<file path="config.mk">
export PLATFORM = sky130hd
export DESIGN_NAME = aes_cipher_iter
export DESIGN_NICKNAME = d
export VERILOG_FILES = /design/src/rtl/aes_pkg.sv /design/src/rtl/aes_round.sv /design/src/rtl/aes_cipher_iter.sv
export SDC_FILE = /design/constraint.sdc
export NUM_CORES = 2
export LEC_CHECK = 0
export BUFFER_PORTS_ARGS = -buffer_cell sky130_fd_sc_hd__buf_2
export CORE_AREA = 2 2 645 647
export DETAILED_ROUTE_END_ITERATION = 12
export DIE_AREA = 0 0 647 649
export HOLD_SLACK_MARGIN = 0.15
export PLACE_DENSITY = 0.33
export SYNTH_ARGS = -nofsm -noshare
export SYNTH_HDL_FRONTEND = slang
export SYNTH_SLANG_ARGS = --single-unit
</file>
<file path="constraint.sdc">
create_clock -name clk -period 10 [get_ports clk]
set_clock_uncertainty 0.15 [all_clocks]
set_input_delay 1.5 -clock clk [delete_from_list [all_inputs] [get_ports clk]]
set_output_delay 1.5 -clock clk [all_outputs]
set_load 0.03 [all_outputs]
</file>
<file path="src/rtl/aes_pkg.sv">
// Shared AES definitions: S-box table, GF(2^8) helpers, round count and FSM state type.
package aes_pkg;

    localparam int unsigned BLOCK_W = 128;
    localparam int unsigned CNT_W   = 4;

    typedef enum logic [1:0] {
        IDLE = 2'd0,
        RUN  = 2'd1,
        DONE = 2'd2
    } aes_state_e;

    // Forward S-box, entry 0 leftmost
    localparam logic [0:255][7:0] SBOX = {
        128'h637c777bf26b6fc53001672bfed7ab76,
        128'hca82c97dfa5947f0add4a2af9ca472c0,
        128'hb7fd9326363ff7cc34a5e5f171d83115,
        128'h04c723c31896059a071280e2eb27b275,
        128'h09832c1a1b6e5aa0523bd6b329e32f84,
        128'h53d100ed20fcb15b6acbbe394a4c58cf,
        128'hd0efaafb434d338545f9027f503c9fa8,
        128'h51a3408f929d38f5bcb6da2110fff3d2,
        128'hcd0c13ec5f974417c4a77e3d645d1973,
        128'h60814fdc222a908846eeb814de5e0bdb,
        128'he0323a0a4906245cc2d3ac629195e479,
        128'he7c8376d8dd54ea96c56f4ea657aae08,
        128'hba78252e1ca6b4c6e8dd741f4bbd8b8a,
        128'h703eb5664803f60e613557b986c11d9e,
        128'he1f8981169d98e949b1e87e9ce5528df,
        128'h8ca1890dbfe6426841992d0fb054bb16
    };

    function automatic logic [7:0] sbox(input logic [7:0] b);
        return SBOX[b];
    endfunction

    function automatic logic [7:0] xtime(input logic [7:0] b);
        return {b[6:0], 1'b0} ^ (b[7] ? 8'h1b : 8'h00);
    endfunction

    function automatic int unsigned aes_nr(input int unsigned nk);
        return nk + 6;
    endfunction

endpackage

</file>
<file path="src/rtl/aes_round.sv">
// One combinational AES round: SubBytes, ShiftRows, optional MixColumns, AddRoundKey.
module aes_round
    import aes_pkg::*;
(
    input  logic [BLOCK_W-1:0] state,
    input  logic [BLOCK_W-1:0] round_key,
    input  logic               final_round,
    output logic [BLOCK_W-1:0] next_state
);

    logic [7:0] sb [16];
    logic [7:0] sr [16];
    logic [7:0] mc [16];

    // Byte i is column i/4, row i%4; byte 0 sits in the MSBs
    always_comb begin
        next_state = '0;
        for (int i = 0; i < 16; i++) begin
            sb[i] = sbox(state[127-8*i -: 8]);
        end
        for (int c = 0; c < 4; c++) begin
            for (int r = 0; r < 4; r++) begin
                sr[4*c+r] = sb[4*((c+r)%4)+r];
            end
        end
        for (int c = 0; c < 4; c++) begin
            mc[4*c+0] = xtime(sr[4*c+0]) ^ xtime(sr[4*c+1]) ^ sr[4*c+1] ^ sr[4*c+2] ^ sr[4*c+3];
            mc[4*c+1] = sr[4*c+0] ^ xtime(sr[4*c+1]) ^ xtime(sr[4*c+2]) ^ sr[4*c+2] ^ sr[4*c+3];
            mc[4*c+2] = sr[4*c+0] ^ sr[4*c+1] ^ xtime(sr[4*c+2]) ^ xtime(sr[4*c+3]) ^ sr[4*c+3];
            mc[4*c+3] = xtime(sr[4*c+0]) ^ sr[4*c+0] ^ sr[4*c+1] ^ sr[4*c+2] ^ xtime(sr[4*c+3]);
        end
        for (int i = 0; i < 16; i++) begin
            next_state[127-8*i -: 8] = (final_round ? sr[i] : mc[i]) ^ round_key[127-8*i -: 8];
        end
    end

endmodule

</file>
<file path="src/rtl/aes_cipher_iter.sv">
// Iterative AES encryptor, one round per clock, valid/ready on both sides.
// Define AES_KEY_REG_EN to capture round_keys at acceptance instead of reading them live.
module aes_cipher_iter
    import aes_pkg::*;
#(
    parameter int unsigned NK = 4
) (
    input  logic                            clk,
    input  logic                            rst_n,
    input  logic                            in_valid,
    output logic                            in_ready,
    input  logic [0:127]                    in_block,
    input  logic [0:128*(aes_nr(NK)+1)-1]   round_keys,
    output logic                            out_valid,
    input  logic                            out_ready,
    output logic [0:127]                    out_block
);

    localparam int unsigned NR    = aes_nr(NK);
    localparam int unsigned KEY_W = 128 * (NR + 1);
    localparam logic [CNT_W-1:0] LAST_ROUND = CNT_W'(NR);

    aes_state_e          fsm_q, fsm_d;
    logic [CNT_W-1:0]    cnt_q, cnt_d;
    logic [BLOCK_W-1:0]  st_q, st_d;
    logic [BLOCK_W-1:0]  ob_q, ob_d;
    logic                ov_q, ov_d;
    logic                accept;
    logic                final_round;
    logic [BLOCK_W-1:0]  round_out;
    logic [0:KEY_W-1]    keys;
    logic [BLOCK_W-1:0]  rk [NR+1];

    assign in_ready = (fsm_q == IDLE) || ((fsm_q == DONE) && out_ready);
    assign accept   = in_valid && in_ready;

`ifdef AES_KEY_REG_EN
    logic [0:KEY_W-1] key_q;

    always_ff @(posedge clk or negedge rst_n) begin
        if (!rst_n) begin
            key_q <= '0;
        end else if (accept) begin
            key_q <= round_keys;
        end
    end

    assign keys = key_q;
`else
    assign keys = round_keys;
`endif

    always_comb begin
        for (int r = 0; r <= NR; r++) begin
            rk[r] = keys[128*r +: 128];
        end
    end

    assign final_round = (cnt_q == LAST_ROUND);

    aes_round u_round (
        .state       (st_q),
        .round_key   (rk[cnt_q]),
        .final_round (final_round),
        .next_state  (round_out)
    );

    // Next-state logic; round key 0 is always taken live at acceptance
    always_comb begin
        fsm_d = fsm_q;
        cnt_d = cnt_q;
        st_d  = st_q;
        ob_d  = ob_q;
        ov_d  = ov_q;
        case (fsm_q)
            IDLE: ;
            RUN: begin
                st_d = round_out;
                if (final_round) begin
                    ob_d  = round_out;
                    ov_d  = 1'b1;
                    fsm_d = DONE;
                end else begin
                    cnt_d = cnt_q + CNT_W'(1);
                end
            end
            DONE: begin
                if (out_ready) begin
                    ov_d  = 1'b0;
                    fsm_d = IDLE;
                end
            end
            default: fsm_d = IDLE;
        endcase
        if (accept) begin
            fsm_d = RUN;
            cnt_d = CNT_W'(1);
            st_d  = in_block ^ round_keys[0:127];
        end
    end

    always_ff @(posedge clk or negedge rst_n) begin
        if (!rst_n) begin
            fsm_q <= IDLE;
            cnt_q <= '0;
            st_q  <= '0;
            ob_q  <= '0;
            ov_q  <= 1'b0;
        end else begin
            fsm_q <= fsm_d;
            cnt_q <= cnt_d;
            st_q  <= st_d;
            ob_q  <= ob_d;
            ov_q  <= ov_d;
        end
    end

    assign out_valid = ov_q;
    assign out_block = ob_q;

endmodule

</file>
# ---- Yosys cells after proc, flatten, opt, wreduce, memory -nomap -nowiden
# Memory sizes are Yosys's and may differ from the RTL's.
# Index checks and enable logic that the tools add are counted.
dict set report word_totals {
  regBits 263
  latchBits 0
  mem_bits_rw 0
  mem_bits_ro 32768
  inputBits 1540
  out_inout_bits 130
  n_memories 16
}
dict set report op_classes {
  addsub 1
  multipliers 0
  div_mod_pow 0
  order_cmp 17
  n_eq_ne 9
  shifts 0
  mux 79
  bitwise_logic 114
  n_reduce_logical 10
}
# name words word_bits read_ports rd_clocked_by_memory_dff write_ports line_no
set mem_list {}
lappend mem_list {{(name not given)} 256 8 1 0 0 aes_pkg.sv:34} ;# return SBOX[b];
lappend mem_list {{(name not given)} 256 8 1 0 0 aes_pkg.sv:34}
lappend mem_list {{(name not given)} 256 8 1 0 0 aes_pkg.sv:34}
lappend mem_list {{(name not given)} 256 8 1 0 0 aes_pkg.sv:34}
lappend mem_list {{(name not given)} 256 8 1 0 0 aes_pkg.sv:34}
lappend mem_list {{(name not given)} 256 8 1 0 0 aes_pkg.sv:34}
lappend mem_list {{10 more memories} -- -- -- -- -- --}
# cell n
set op_table {}
lappend op_table {{bitwise XOR 8 bit} 96}
lappend op_table {{binary-select mux 128 bit (select 4 bit)} 1}
lappend op_table {{2-to-1 mux 128 bit} 4}
lappend op_table {{2-to-1 mux 8 bit} 48}
lappend op_table {{greater-or-equal comparator 9 bit, second input constant} 16}
lappend op_table {{inverter 8 -> 9 bit} 16}
lappend op_table {{bitwise XOR 128 bit} 1}
lappend op_table {{2-to-1 mux 5 bit} 16}
lappend op_table {{2-to-1 mux 4 bit} 3}
lappend op_table {{2-to-1 mux 2 bit} 3}
lappend op_table {{!= test 2 bit, second input constant} 3}
lappend op_table {{case mux 2 bit (3 select lines)} 1}
lappend op_table {{AND reduction 3 bit} 2}
lappend op_table {{greater-or-equal comparator 5 bit, second input constant} 1}
lappend op_table {{inverter 4 -> 5 bit} 1}
lappend op_table {{adder 4 x 1 -> 4 bit, second input constant} 1}
lappend op_table {{equality test 4 bit, second input constant} 1}
lappend op_table {{AND reduction 2 bit} 2}
lappend op_table {{nonzero test 2 bit} 2}
lappend op_table {{!= test 3 x 2 -> 1 bit, second input constant} 1}
lappend op_table {{!= test 3 bit, second input constant} 1}
lappend op_table {{equality test 2 x 1 -> 1 bit, second input constant} 1}
lappend op_table {{equality test 2 bit, second input constant} 1}
lappend op_table {{logical AND 1 bit} 2}
lappend op_table {{5 further kinds} 6}

# ---- Logic depth before layout (Yosys ltp)
dict set report logic_depth {
  ltp_word 14
  mapped_depth 18
  ltp_nobuf 13
}

# ---- By module
# Synthesis repeated with hierarchy kept, for this count alone.
dict set report unflattened {
  hier_cells 11366
  hier_area_um2 85684.7
}
# mod instances cells_each area_per_inst_um2 seq_area_each_um2
set by_module_without_submodules {}
lappend by_module_without_submodules {aes_round 1 9313 61921.9 0.0}
lappend by_module_without_submodules {aes_cipher_iter 1 2053 23762.8 6581.3}

# ---- Least setup slack after synthesis
# No wires, ideal clock.
dict set report synth_path {
  kind {reg-to-reg}
  from {register st_q[17]}
  to {register ob_q[57] (netlist: out_block[70])}
  setup_ps 133
  arrival_ps 4386
  t_required_ps 9717
  slack_ps 5331
  stages_incl_launch_ff 18
  path_buffers 4
  synth_period_minus_slack_ps 4669
  cell_sequence {dfrtp_1 -> buf_2 -> buf_2 -> clkbuf_1 -> inv_1 -> ha_1 -> or2_2 -> clkbuf_1 -> a311oi_1 -> nor3_1 -> a2111oi_1 -> o32ai_2 -> xor2_1 -> xnor3_1 -> xnor3_1 -> a21oi_1 -> xnor2_1 -> o21ai_0}
}
dict set report synth_via {
  elab_chain_cells 12
}
# element line_no
set synth_lines {}
lappend synth_lines {{from (decl)} aes_cipher_iter.sv:25} ;# logic [BLOCK_W-1:0] st_q, st_d;
lappend synth_lines {{from (signal assigned)} aes_cipher_iter.sv:112} ;# st_q <= st_d;
lappend synth_lines {{inverter 8 -> 9 bit (not written as such) (*)} aes_pkg.sv:34}
lappend synth_lines {{memory (256 x 8 bit) (*)} --}
lappend synth_lines {{2-to-1 mux 8 bit (not written as such) (*) (2 in series)} aes_pkg.sv:34}
lappend synth_lines {{2-to-1 mux 5 bit} aes_pkg.sv:38} ;# return {b[6:0], 1'b0} ^ (b[7] ? 8'h1b : 8'h00);
lappend synth_lines {{bitwise XOR 8 bit} aes_pkg.sv:38}
lappend synth_lines {{bitwise XOR 8 bit} aes_round.sv:27} ;# mc[4*c+0] = xtime(sr[4*c+0]) ^ xtime(sr[4*c+1]) ^ sr[4*c+1] ^ sr[4*c+2] ^ sr[4*c+3];
lappend synth_lines {{bitwise XOR 8 bit (*) (3 in series)} aes_round.sv:27}
lappend synth_lines {{2-to-1 mux 8 bit (*)} aes_round.sv:33} ;# next_state[127-8*i -: 8] = (final_round ? sr[i] : mc[i]) ^ round_key[127-8*i -: 8];
lappend synth_lines {{bitwise XOR 8 bit (*)} aes_round.sv:33}
lappend synth_lines {{to (signal assigned)} aes_cipher_iter.sv:107} ;# ob_q <= '0;
lappend synth_lines {{to (signal assigned)} aes_cipher_iter.sv:113} ;# ob_q <= ob_d;
lappend synth_lines {{to (decl)} aes_cipher_iter.sv:26} ;# logic [BLOCK_W-1:0] ob_q, ob_d;
# Every way passes the cells marked *; elsewhere a longest branch is shown, timed or not. The select of a mux whose other input is x is not followed.
# A chain may end at the register's enable or synchronous reset.

# ---- Worst setup path in the final report
dict set report layout_path {
  from {register st_q[32]}
  to {register st_q[9]}
}
dict set report layout_via {
  elab_chain_cells 12
}
# element line_no
set layout_lines {}
lappend layout_lines {{inverter 8 -> 9 bit (not written as such) (*)} aes_pkg.sv:34}
lappend layout_lines {{memory (256 x 8 bit) (*)} --}
lappend layout_lines {{2-to-1 mux 8 bit (not written as such) (*) (2 in series)} aes_pkg.sv:34}
lappend layout_lines {{2-to-1 mux 5 bit} aes_pkg.sv:38}
lappend layout_lines {{bitwise XOR 8 bit} aes_pkg.sv:38}
lappend layout_lines {{bitwise XOR 8 bit} aes_round.sv:29} ;# mc[4*c+2] = sr[4*c+0] ^ sr[4*c+1] ^ xtime(sr[4*c+2]) ^ xtime(sr[4*c+3]) ^ sr[4*c+3];
lappend layout_lines {{bitwise XOR 8 bit (*)} aes_round.sv:29}
lappend layout_lines {{2-to-1 mux 8 bit (*)} aes_round.sv:33}
lappend layout_lines {{bitwise XOR 8 bit (*)} aes_round.sv:33}
lappend layout_lines {{2-to-1 mux 128 bit (*)} aes_cipher_iter.sv:75} ;# case (fsm_q)
lappend layout_lines {{2-to-1 mux 128 bit (*)} aes_cipher_iter.sv:95} ;# if (accept) begin
# Marked as above.

==> flow_metrics.py <==
metrics = {
    "route": {
        "routed-wl-met3_mm": 100.2,
        "drt-total-wl_mm": 805.2,
        "drt_pass1_iterations": 9,
        "antenna_left": 3,
        "wl_met1_mm": 320.0,
        "drc": 0,
        "detailroute.wirelength.met2_mm": 330.7,
        "detail_route.vias_per_cell": 6.066,
        "dr_total_vias": 112600,
        "wl_per_cell_um": 43.38,
        "highest_layer": "met5",
        "initialDrtViolationCount": 17920,
    },
    "grt": {
        "wire_length_of_the_first_global_routing_pass_mm": 1041,
        "gr-total-overflow": 0,
        "global_route_total_usage_across_every_layer_pct": 36.35,
        "largest_net_degree_at_the_start_of_global_routing": 118,
        "grt_pass1_vias": 103800,
        "antenna_found_initial": 390,
    },
    "synthesis": {
        "syn-mean-instance-area_um2": 7.239,
        "synth_fa_ha_area_share_pct": 3.320,
        "ys_warn_count": 0,
        "synth_compound_gate_area_share_pct": 34.23,
        "synth_simple_gate_area_share_pct": 22.70,
        "yosys_register_bits": 263,
        "synth_area_leader_cell": "sky130_fd_sc_hd__mux4_2",
        "yosys.area_share.xor_xnor_pct": 8.610,
        "post_synth_main_area_contributors": "sky130_fd_sc_hd__mux4_2 11%, sky130_fd_sc_hd__dfrtp_1 7.7%, sky130_fd_sc_hd__o21ai_0 6.6%",
        "synth-edff-count": 0,
        "synthCells": 11770,
        "synth_area_um2": 85170,
        "ys_types": 121,
        "proportion_of_register_bits_with_asynchronous_set_or_reset_after_synthesis_pct": 100.0,
        "ys_seq_area_share_pct": 7.727,
        "dominant_combinational_cell_family_by_area_after_synthesis": "compound AO/OA/AOI/OAI gates",
        "yosys-mux-area-fraction_pct": 15.18,
        "synth_top_area_share_pct": 11.42,
        "synthesis.nets": 13530,
        "postSynth.topFlopCell": "sky130_fd_sc_hd__dfrtp_1",
    },
    "sta": {
        "maxSlewViolCount": 0,
        "fmax_mhz": 161.2,
        "tns_ns": 0,
        "timing.final.setup_violations": 0,
        "hold-worst-slack_ns": 0.3277,
        "timing_hold_violations_final": 0,
        "maxSlewHeadroom_pct": 2.185,
        "rsz0062_at_grt": "false",
        "final_period_util_pct": 62.03,
        "final_critical_delay_including_setup_and_external_delays_ns": 6.203,
        "tightestPinTransition_ns": 1.457,
    },
    "floorplan": {
        "core_um2": 412500,
        "chipWidth_um": 647,
        "die_height_um": 649,
        "die_area_um2": 419900,
        "start_util_pct": 20.65,
        "fp-row-count": 236,
        "top_level_ports": 1670,
    },
    "critical_path": {
        "critPathRequiredTime_ns": 10.40,
        "critical_path.reg2reg.endpoint": "st_q[9]",
        "crit_fanout": 35,
        "critical_path_arrival_ns": 6.60,
        "endpoint_kind": "flip-flop",
        "timing.critical_path.from_type": "flip-flop",
        "ff2ff_setup_slack_ns": 3.80,
        "setup_crit_start": "st_q[32]",
        "crit_end": "st_q[9]",
        "path_class": "reg2reg",
        "worst-r2r-cell-count": 14,
        "regToRegStartpoint": "st_q[32]",
    },
    "layout": {
        "finish.net_count": 14240,
        "drive_gt1_share_pct": 23.64,
        "layout_common_cells": "1668 x sky130_fd_sc_hd__buf_2, 1103 x sky130_fd_sc_hd__o21ai_0, 1043 x sky130_fd_sc_hd__nand2_1",
        "layoutNonFillerInstCount": 18560,
        "layout_commonest_cell": "sky130_fd_sc_hd__buf_2",
        "area.growth.synth_to_final_pct": 17.81,
        "final_design_area_no_fill_um2": 100300,
    },
    "clock_tree": {
        "cts_tree": "built",
        "cts-htree-levels": 2,
        "number_of_clock_buffers_inserted_by_tritoncts": 45,
        "clock_insertion_delay_worst_skew_ns": 0.75,
        "clk_path_buf_depth": 3,
        "cts_root_buf": "sky130_fd_sc_hd__clkbuf_16",
        "tritoncts_num_sinks": 263,
        "cts.reportedPaths.clkPinSlew_ns": 0.06,
        "cts_setup_buffers": 0,
        "cts-resized-gates": 0,
        "cts_hold_repair.buffers": 0,
    },
    "placement": {
        "portBuffers": 1669,
        "place_area_um2": 97350,
        "routability_congestion_estimate_from_global_placement": 1.041,
        "dp_hpwl_mm": 649.3,
        "placed_cells_incl_taps": 17900,
    },
    "worst_hold_path": {
        "hold_path_depth": 2,
        "hold_path_class": "reg2reg",
    },
    "status": {
        "violations_in_the_final_reports": "antenna violations",
        "result_of_the_run": "finished, violations left",
    },
    "run": {
        "maxCapViolCount": 0,
    },
}
-- how the worst min path moves through the flow --
| stage | slack, ns | start | endpoint |
|---|---|---|---|
| 4_1_cts | 0.33 | out_block[61] | out_block[61] |
| 2_1_floorplan | 0.34 | fsm_q[1] | out_valid |
| 5_1_grt | 0.35 | out_block[61] | out_block[61] |
| 6_report | 0.33 | out_block[1] | out_block[1] |
| 3_5_place_dp | 0.32 | out_block[61] | out_block[61] |
| 3_3_place_gp | 0.31 | out_block[61] | out_block[61] |
-- registers in the layout, summed over array words and instances (netlist names) --
register / count
out_block: 128
st_q: 128
cnt_q: 4
fsm_q: 2
out_valid: 1
-- metal layers --
layer  GRT usage (%)  up-vias
met1           45.93    56440
met4           19.66      170
li1                -    46800
met3           14.17     1428
met5               0        -
met2           52.62     7759
-- cell families (layout without fill, tap and decap cells) --
family	count (synthesis)	in the layout
AOI/OAI and AO/OA	4323	4323
and+or+nand+nor	3902	3902
buffers and inverters	1583	2326
muxes	744	744
xor gates and xnor gates	724	724
DFF	263	263
adders and majority gates	226	226
other	0	580
-- layout make-up --
| class | instances | area [um2] |
|---|---|---|
| inverter | 180 | 675.6 |
| fill | 46680 | 312200 |
| sequential | 263 | 6719 |
| multi-input combinational | 9919 | 71700 |
| timing repair buffer | 2062 | 11410 |
| antenna | 580 | 1451 |
| tap | 5474 | 6849 |
| clock inverter | 22 | 266.5 |
| clock buffer | 62 | 1270 |
-- synthesized netlist by cell type (55+ instances only) --
cell,count
sky130_fd_sc_hd__o21ai_0,1125
sky130_fd_sc_hd__nand2_1,1045
sky130_fd_sc_hd__a21oi_1,812
sky130_fd_sc_hd__nor2_1,803
sky130_fd_sc_hd__clkbuf_1,732
sky130_fd_sc_hd__xnor2_1,466
sky130_fd_sc_hd__buf_2,453
sky130_fd_sc_hd__mux4_2,432
sky130_fd_sc_hd__nand2b_1,375
sky130_fd_sc_hd__nor3_1,336
sky130_fd_sc_hd__nor2b_1,329
sky130_fd_sc_hd__nand3_1,316
sky130_fd_sc_hd__a31oi_1,293
sky130_fd_sc_hd__dfrtp_1,263
sky130_fd_sc_hd__mux2i_1,260
sky130_fd_sc_hd__a211oi_1,256
sky130_fd_sc_hd__o211ai_1,253
sky130_fd_sc_hd__ha_1,226
sky130_fd_sc_hd__xor2_1,184
sky130_fd_sc_hd__a311oi_1,167
sky130_fd_sc_hd__o311ai_0,144
sky130_fd_sc_hd__inv_1,136
sky130_fd_sc_hd__o31ai_1,121
sky130_fd_sc_hd__buf_1,113
sky130_fd_sc_hd__and2_1,112
sky130_fd_sc_hd__or2_2,109
sky130_fd_sc_hd__a221oi_1,90
sky130_fd_sc_hd__o221ai_1,81
sky130_fd_sc_hd__nor3b_1,79
sky130_fd_sc_hd__or3_1,78
sky130_fd_sc_hd__buf_4,74
sky130_fd_sc_hd__a22oi_1,67
sky130_fd_sc_hd__o22ai_1,64
sky130_fd_sc_hd__o311a_1,64
sky130_fd_sc_hd__a2111oi_0,63
sky130_fd_sc_hd__and3_1,63
sky130_fd_sc_hd__a21o_1,60
sky130_fd_sc_hd__xnor3_1,59
sky130_fd_sc_hd__a211o_1,55
sky130_fd_sc_hd__nand4_1,55
sky130_fd_sc_hd__o21a_1,55
-- critical path, cell delays in order, from the launching register on --
cell and delay, ns:
sky130_fd_sc_hd__dfrtp_1 0.33, sky130_fd_sc_hd__buf_4 0.40, sky130_fd_sc_hd__clkinv_1 0.44, sky130_fd_sc_hd__ha_1 0.70, sky130_fd_sc_hd__nor2_1 0.61, sky130_fd_sc_hd__a21oi_1 0.12, sky130_fd_sc_hd__mux4_2 0.55, sky130_fd_sc_hd__a22oi_1 0.18
sky130_fd_sc_hd__o311a_1 0.59, sky130_fd_sc_hd__xnor3_1 0.53, sky130_fd_sc_hd__xnor2_1 0.26, sky130_fd_sc_hd__xnor2_1 0.16, sky130_fd_sc_hd__o21ai_1 0.09, sky130_fd_sc_hd__xnor2_1 0.70, sky130_fd_sc_hd__o21ai_0 0.19
-- metrics by stage --
| step | utilization [%] | setup slack (ns) |
|---|---|---|
| floorplan | - | 5.331 |
| global placement | 23.60 | 3.779 |
| detailed placement | 23.60 | 3.967 |
| CTS | 23.97 | 3.911 |
| global route | 24.07 | 3.643 |
| finish | 24.32 | 3.797 |
Power is not shown: default switching activity piles up to over one toggle a cycle in this logic, so the estimate is an artifact.
